File: config.mk
export PLATFORM = sky130hd
export DESIGN_NAME = div_issue_ctrl_flat
export DESIGN_NICKNAME = d
export VERILOG_FILES = /design/src/rtl/div_issue_ctrl_pkg.sv /design/src/rtl/div_issue_ctrl_if.sv /design/src/rtl/div_issue_ctrl_reg.sv /design/src/rtl/div_issue_ctrl.sv /design/src/flat_wrapper.sv
export SDC_FILE = /design/constraint.sdc
export NUM_CORES = 1
export LEC_CHECK = 0
export ABC_AREA = 1
export BUFFER_PORTS_ARGS = -buffer_cell sky130_fd_sc_hd__buf_4
export CAP_MARGIN = 40
export CORE_ASPECT_RATIO = 2
export CORE_MARGIN = 2
export CORE_UTILIZATION = 35
export CTS_CLUSTER_DIAMETER = 100
export DETAILED_ROUTE_END_ITERATION = 6
export HOLD_SLACK_MARGIN = 0.15
export PLACE_DENSITY_LB_ADDON = 0.25
export SLEW_MARGIN = 20
export SYNTH_ARGS = -nofsm -noshare
export SYNTH_HDL_FRONTEND = slang
export SYNTH_SLANG_ARGS = --single-unit
File: constraint.sdc
create_clock -name clock -period 1.7 [get_ports clock]
set_input_delay 0.17 -clock clock [delete_from_list [all_inputs] [get_ports clock]]
set_output_delay 0.17 -clock clock [all_outputs]
set_load 0.02 [all_outputs]
File: src/rtl/div_issue_ctrl_pkg.sv
// Shared encodings and defaults for the divider issue sequencer.
package div_issue_ctrl_pkg;

    localparam int DEF_WIDTH   = 32;
    localparam int DEF_TAG_W   = 5;
    localparam int DEF_TIMEOUT = 40;
    localparam int DEF_CNT_W   = 6;
    // Iteration count of the attached multicycle divider.
    localparam int DIV_ITER    = 34;

    typedef enum logic [1:0] {
        ST_IDLE   = 2'b00,
        ST_LAUNCH = 2'b01,
        ST_BUSY   = 2'b10,
        ST_DONE   = 2'b11
    } state_e;

endpackage

File: src/rtl/div_issue_ctrl_if.sv
// Pipeline-side and divider-side signals of the divide issue sequencer.
interface div_issue_ctrl_if
    import div_issue_ctrl_pkg::*;
#(
    parameter int WIDTH = DEF_WIDTH,
    parameter int TAG_W = DEF_TAG_W
);
    logic             req;
    logic [WIDTH-1:0] req_a;
    logic [WIDTH-1:0] req_b;
    logic [TAG_W-1:0] req_tag;
    logic             in_ready;
    logic             busy;
    logic             flush;
    logic [WIDTH-1:0] div_a;
    logic [WIDTH-1:0] div_b;
    logic             div_start;
    logic [WIDTH-1:0] div_result;
    logic             div_exception;
    logic             div_ready;
    logic             out_valid;
    logic [WIDTH-1:0] out_result;
    logic             out_exception;
    logic             out_timeout;
    logic [TAG_W-1:0] out_tag;

    modport slave (
        input  req, req_a, req_b, req_tag, flush,
               div_result, div_exception, div_ready,
        output in_ready, busy, div_a, div_b, div_start,
               out_valid, out_result, out_exception, out_timeout, out_tag
    );

    modport master (
        output req, req_a, req_b, req_tag, flush,
               div_result, div_exception, div_ready,
        input  in_ready, busy, div_a, div_b, div_start,
               out_valid, out_result, out_exception, out_timeout, out_tag
    );

endinterface

File: src/rtl/div_issue_ctrl_reg.sv
// Enabled register with asynchronous active-low clear.
module div_issue_ctrl_reg #(
    parameter int W = 32
) (
    input  logic         clock,
    input  logic         reset_n,
    input  logic         en,
    input  logic [W-1:0] d,
    output logic [W-1:0] q
);

    // Load d when enabled, otherwise hold.
    always_ff @(posedge clock or negedge reset_n) begin
        if (!reset_n) begin
            q <= '0;
        end else if (en) begin
            q <= d;
        end
    end

endmodule

File: src/rtl/div_issue_ctrl.sv
// Sequencer between execute and the multicycle divider: operand latch, start strobe,
// completion capture, divide-by-zero fast path, flush cancel and watchdog.
module div_issue_ctrl
    import div_issue_ctrl_pkg::*;
#(
    parameter int WIDTH   = DEF_WIDTH,
    parameter int TAG_W   = DEF_TAG_W,
    parameter int TIMEOUT = DEF_TIMEOUT,
    parameter int CNT_W   = DEF_CNT_W
) (
    input  logic            clock,
    input  logic            reset_n,
    div_issue_ctrl_if.slave bus
);

    localparam logic [CNT_W-1:0] WD_LAST = CNT_W'(TIMEOUT - 1);

    state_e           state_r;
    state_e           state_s;
    logic [CNT_W-1:0] wd_r;
    logic [CNT_W-1:0] wd_s;
    logic [TAG_W-1:0] tag_r;
    logic             accept_s;
    logic             b_zero_s;
    logic             cap_en_s;
    logic [WIDTH-1:0] cap_result_s;
    logic             cap_exc_s;
    logic             cap_to_s;
    logic [TAG_W-1:0] cap_tag_s;
    logic             out_exception_r;
    logic             out_timeout_r;
    logic [TAG_W-1:0] out_tag_r;

    assign accept_s = (state_r == ST_IDLE) && bus.req && !bus.flush;
    assign b_zero_s = ~|bus.req_b;

    assign bus.in_ready      = (state_r == ST_IDLE);
    assign bus.busy          = (state_r != ST_IDLE);
    assign bus.div_start     = (state_r == ST_LAUNCH);
    assign bus.out_valid     = (state_r == ST_DONE) && !bus.flush;
    assign bus.out_exception = out_exception_r;
    assign bus.out_timeout   = out_timeout_r;
    assign bus.out_tag       = out_tag_r;

    // Next state, watchdog and completion capture; flush dominates everything.
    always_comb begin
        state_s      = state_r;
        wd_s         = wd_r;
        cap_en_s     = 1'b0;
        cap_result_s = '0;
        cap_exc_s    = 1'b0;
        cap_to_s     = 1'b0;
        cap_tag_s    = tag_r;
        case (state_r)
            ST_IDLE: begin
                if (accept_s) begin
                    if (b_zero_s) begin
                        state_s   = ST_DONE;
                        cap_en_s  = 1'b1;
                        cap_exc_s = 1'b1;
                        cap_tag_s = bus.req_tag;
                    end else begin
                        state_s = ST_LAUNCH;
                    end
                end else begin
                    state_s = ST_IDLE;
                end
            end
            ST_LAUNCH: begin
                wd_s = '0;
                if (bus.flush) begin
                    state_s = ST_IDLE;
                end else begin
                    state_s = ST_BUSY;
                end
            end
            ST_BUSY: begin
                wd_s = (wd_r == WD_LAST) ? wd_r : (wd_r + CNT_W'(1));
                if (bus.flush) begin
                    state_s = ST_IDLE;
                end else if (bus.div_ready) begin
                    state_s      = ST_DONE;
                    cap_en_s     = 1'b1;
                    cap_result_s = bus.div_result;
                    cap_exc_s    = bus.div_exception;
                end else if (wd_r == WD_LAST) begin
                    state_s  = ST_DONE;
                    cap_en_s = 1'b1;
                    cap_to_s = 1'b1;
                end else begin
                    state_s = ST_BUSY;
                end
            end
            ST_DONE: begin
                state_s = ST_IDLE;
            end
            default: begin
                state_s = ST_IDLE;
            end
        endcase
    end

    // State, watchdog and tag registers.
    always_ff @(posedge clock or negedge reset_n) begin
        if (!reset_n) begin
            state_r <= ST_IDLE;
            wd_r    <= '0;
            tag_r   <= '0;
        end else begin
            state_r <= state_s;
            wd_r    <= wd_s;
            if (accept_s) begin
                tag_r <= bus.req_tag;
            end
        end
    end

    // Completion status held until the next completion.
    always_ff @(posedge clock or negedge reset_n) begin
        if (!reset_n) begin
            out_exception_r <= 1'b0;
            out_timeout_r   <= 1'b0;
            out_tag_r       <= '0;
        end else if (cap_en_s) begin
            out_exception_r <= cap_exc_s;
            out_timeout_r   <= cap_to_s;
            out_tag_r       <= cap_tag_s;
        end
    end

    div_issue_ctrl_reg #(.W(WIDTH)) u_a_reg (
        .clock  (clock),
        .reset_n(reset_n),
        .en     (accept_s),
        .d      (bus.req_a),
        .q      (bus.div_a)
    );

    div_issue_ctrl_reg #(.W(WIDTH)) u_b_reg (
        .clock  (clock),
        .reset_n(reset_n),
        .en     (accept_s),
        .d      (bus.req_b),
        .q      (bus.div_b)
    );

    div_issue_ctrl_reg #(.W(WIDTH)) u_res_reg (
        .clock  (clock),
        .reset_n(reset_n),
        .en     (cap_en_s),
        .d      (cap_result_s),
        .q      (bus.out_result)
    );

endmodule

File: src/flat_wrapper.sv
// flat-port wrapper written by rule: the top's interface ports become plain ports
module div_issue_ctrl_flat import div_issue_ctrl_pkg::*;
#(
    parameter int WIDTH   = DEF_WIDTH,
    parameter int TAG_W   = DEF_TAG_W,
    parameter int TIMEOUT = DEF_TIMEOUT,
    parameter int CNT_W   = DEF_CNT_W
)
  (clock, reset_n, bus_req, bus_req_a, bus_req_b, bus_req_tag, bus_flush, bus_div_result, bus_div_exception, bus_div_ready, bus_in_ready, bus_busy, bus_div_a, bus_div_b, bus_div_start, bus_out_valid, bus_out_result, bus_out_exception, bus_out_timeout, bus_out_tag);
  div_issue_ctrl_if #(.WIDTH(WIDTH), .TAG_W(TAG_W)) bus_i ();
  input  logic clock;
  input  logic reset_n;
  input wire logic [$bits(bus_i.req)-1:0] bus_req;
  input wire logic [$bits(bus_i.req_a)-1:0] bus_req_a;
  input wire logic [$bits(bus_i.req_b)-1:0] bus_req_b;
  input wire logic [$bits(bus_i.req_tag)-1:0] bus_req_tag;
  input wire logic [$bits(bus_i.flush)-1:0] bus_flush;
  input wire logic [$bits(bus_i.div_result)-1:0] bus_div_result;
  input wire logic [$bits(bus_i.div_exception)-1:0] bus_div_exception;
  input wire logic [$bits(bus_i.div_ready)-1:0] bus_div_ready;
  output wire logic [$bits(bus_i.in_ready)-1:0] bus_in_ready;
  output wire logic [$bits(bus_i.busy)-1:0] bus_busy;
  output wire logic [$bits(bus_i.div_a)-1:0] bus_div_a;
  output wire logic [$bits(bus_i.div_b)-1:0] bus_div_b;
  output wire logic [$bits(bus_i.div_start)-1:0] bus_div_start;
  output wire logic [$bits(bus_i.out_valid)-1:0] bus_out_valid;
  output wire logic [$bits(bus_i.out_result)-1:0] bus_out_result;
  output wire logic [$bits(bus_i.out_exception)-1:0] bus_out_exception;
  output wire logic [$bits(bus_i.out_timeout)-1:0] bus_out_timeout;
  output wire logic [$bits(bus_i.out_tag)-1:0] bus_out_tag;
  assign bus_i.req = bus_req;
  assign bus_i.req_a = bus_req_a;
  assign bus_i.req_b = bus_req_b;
  assign bus_i.req_tag = bus_req_tag;
  assign bus_i.flush = bus_flush;
  assign bus_i.div_result = bus_div_result;
  assign bus_i.div_exception = bus_div_exception;
  assign bus_i.div_ready = bus_div_ready;
  assign bus_in_ready = bus_i.in_ready;
  assign bus_busy = bus_i.busy;
  assign bus_div_a = bus_i.div_a;
  assign bus_div_b = bus_i.div_b;
  assign bus_div_start = bus_i.div_start;
  assign bus_out_valid = bus_i.out_valid;
  assign bus_out_result = bus_i.out_result;
  assign bus_out_exception = bus_i.out_exception;
  assign bus_out_timeout = bus_i.out_timeout;
  assign bus_out_tag = bus_i.out_tag;
  div_issue_ctrl #(.WIDTH(WIDTH), .TAG_W(TAG_W), .TIMEOUT(TIMEOUT), .CNT_W(CNT_W)) u_core (.clock(clock), .reset_n(reset_n), .bus(bus_i));
endmodule
==> results.yml <==
synth:
  syn-num-nets: 666
  synth_top_area_share_pct: 57.9
  ys_ff_latch: 116
  synth_cell_types: 23
  postSynthAreaPerCell_sq_um: 8.98
  synth_area_leaders: "dfrtp_1 58%, nand2_1 20%, nand3_2 5.8%"
  ys.warnings.count: 0
  synth_area_leader_cell: "dfrtp_1"
  syn_inst: 558
  seq_area_frac_synth_pct: 57.9
  synth_area_sq_um: 5010
clock_tree:
  cts_inserted_buffers: 17
  h-tree-depth: 4
  clk-insertion-delay-late_ps: 410
  cts_buffer_depth: 2
  clock_sinks: 116
  cts_tree: "yes"
  path_clk_slew_ps: 50
  cts_root_buf: "clkbuf_16"
critical_path:
  r2r_end: "u_core.u_res_reg.q[25]"
  worstSetupPathType: "input pin to flop"
  cp_max_fo: 29
  arrival_ps: 1900
  rrSetupSlack_ps: 90
  reg2regPathDepth: 8
  setup.worst_path.start_class: "input pin"
  endpoint_kind: "flop"
  timing.rr.start: "u_core.wd_r[0]"
  required_ps: 1990
final_layout:
  final_cells: 1082
  layout-drive-gt1-share_pct: 33.5
  n_antenna_cell: 0
  design_area_sq_um: 8500
  seq_area_sq_um: 2900
  most-common-layout-cells: "263 x nand2_1, 218 x buf_4, 116 x dfrtp_1"
  multiInputGateArea_sq_um: 1810
  syn2layout_area_growth_pct: 69.6
  fillers: 1184
  post-route-util_pct: 60.9
  finalNetCount: 989
  final_common_cell: "nand2_1"
timing:
  holdWs_ps: 235
  setup_viol: 0
  slew_headroom_pct: 66.4
  fin_ws_ps: 86.8
  slew_violations: 0
  skew_ps: 10.5
  finalSetupTns_ps: 0
  period_share_pct: 94.9
  worst_pin_slew_ps: 504
  hold_violations: 0
  max_clock_freq_mhz: 620
  rsz0062_at_grt: "false"
  min_period_ps: 1610
placement:
  place_area_sq_um: 6830
  dpl.cell_count: 945
  preCtsSetupSlack_ps: 119
  dp_hpwl_um: 10300
  portBuffers: 213
  gp_congestion: 0.760
floorplanning:
  die_area_sq_um: 15400
  die_y_um: 173
  die_width_um: 88.6
  coreArea_sq_um: 14000
  start_util_pct: 35.9
  io_pins: 214
  fp-row-count: 61
detailed_routing:
  vias: 4919
  drt_iter0_drc: 164
  viasPerCell: 4.55
  drc_errors: 0
  drt.antenna.violating_nets: 0
  wl_um: 15300
  dr.pass1.iters: 7
  wl_per_cell_um: 14.2
worst_hold_path:
  min_delay_path_depth: 5
  holdPathEnd: "u_core.tag_r[3]"
  hp-class: "input pin to flop"
  min_from: "bus_req"
global_route:
  antenna_found_initial: 0
  grt_use_total_pct: 20.1
  grt_pass1_vias: 5142
  grt.overflow.total: 0
  grt_pass1_wl_um: 24100
  grt_max_degree: 51
power:
  total_power_mw: 11.1
  p_per_area_nw_per_um2: 1300
  leakagePower_nw: 4.47
  peakVddDrop_mv: 0.762
outcome:
  status: "finished, final reports clean"
job:
  cap_violations: 0
[Yosys cell counts, drive strengths merged]
| master | number |
|---|---|
| xor2 | 2 |
| dfrtp | 116 |
| ha | 1 |
| nand3b | 5 |
| nor2 | 24 |
| nand3 | 49 |
| a21oi | 2 |
| nand2 | 264 |
| o22ai | 2 |
| clkbuf | 1 |
| buf | 25 |
| inv | 34 |
| nor3 | 1 |
| o21ai | 32 |
[metal layers]
| metal | wire, um | global-route usage (%) | part of all wire (%) | vias to the layer above |
|---|---|---|---|---|
| li1 | - | - | - | 2374 |
| met1 | 5430 | 20.3 | 35 | 2338 |
| met2 | 8680 | 37.2 | 57 | 173 |
| met3 | 777 | 5.48 | 5.1 | 34 |
| met4 | 448 | 8.33 | 2.9 | 0 |
| met5 | 0 | 0 | 0 | - |
[what timing repair did]
| item | in CTS | in global routing |
|---|---|---|
| resized for setup | 0 | 4 |
| hold endpoints to repair | 214 | 0 |
| endpoints found under the setup margin | 0 | 38 |
| hold buffers | 105 | 0 |
| setup buffers | 0 | 1 |
[where the power goes]
group / internal [mW] / switching [mW] / leakage [nW]
combinational: 1.58 / 1.86 / 2.72
sequential: 3.50 / 0.507 / 1.46
clock: 2.40 / 1.21 / 0.288
[worst max-delay path by stage]
stage	startpoint	endpoint	cells past startpoint
global route	bus_req_b[12]	u_core.u_res_reg.q[1]	11
CTS	bus_req_b[18]	u_core.u_res_reg.q[1]	11
finish	bus_req_b[28]	u_core.u_res_reg.q[1]	11
detailed placement	u_core.wd_r[0]	u_core.u_res_reg.q[25]	8
global placement	u_core.wd_r[0]	u_core.u_res_reg.q[30]	8
floorplan	u_core.state_r[1]	u_core.bus.out_exception	7
[sequential cells by signal, indices dropped and copies added (netlist names), 2 cells and up]
name                flops
u_core.u_b_reg.q       32
u_core.wd_r             6
u_core.tag_r            5
u_core.state_r          2
u_core.u_a_reg.q       32
u_core.bus.out_tag      5
u_core.u_res_reg.q     32
[worst max-delay path, stage by stage]
cell and delay [ps]:
dlygate4sd3_1 550, buf_4 130, inv_1 60, nand2_1 60, nor2_2 160, nand2_1 110
nor2_4 120, nand3_4 150, buf_12 220, nand3_1 100, nand2_1 60
[cell type report]
class	count	area share, %
clock buffer	22	5.58
tap	189	2.78
clock inverter	9	1.50
timing repair buffer	330	33.2
multi-input combinational	382	21.2
sequential	116	34.1
inverter	34	1.53
[cells by family after synthesis]
group,Yosys count,synth area share (%)
simple gates,343,31.4
flops,116,57.9
buf+inv,60,6.24
compound gates,36,3.87
xor+xnor,2,0.349
fa+ha+maj,1,0.250
Power figures use the tool's default switching activity.
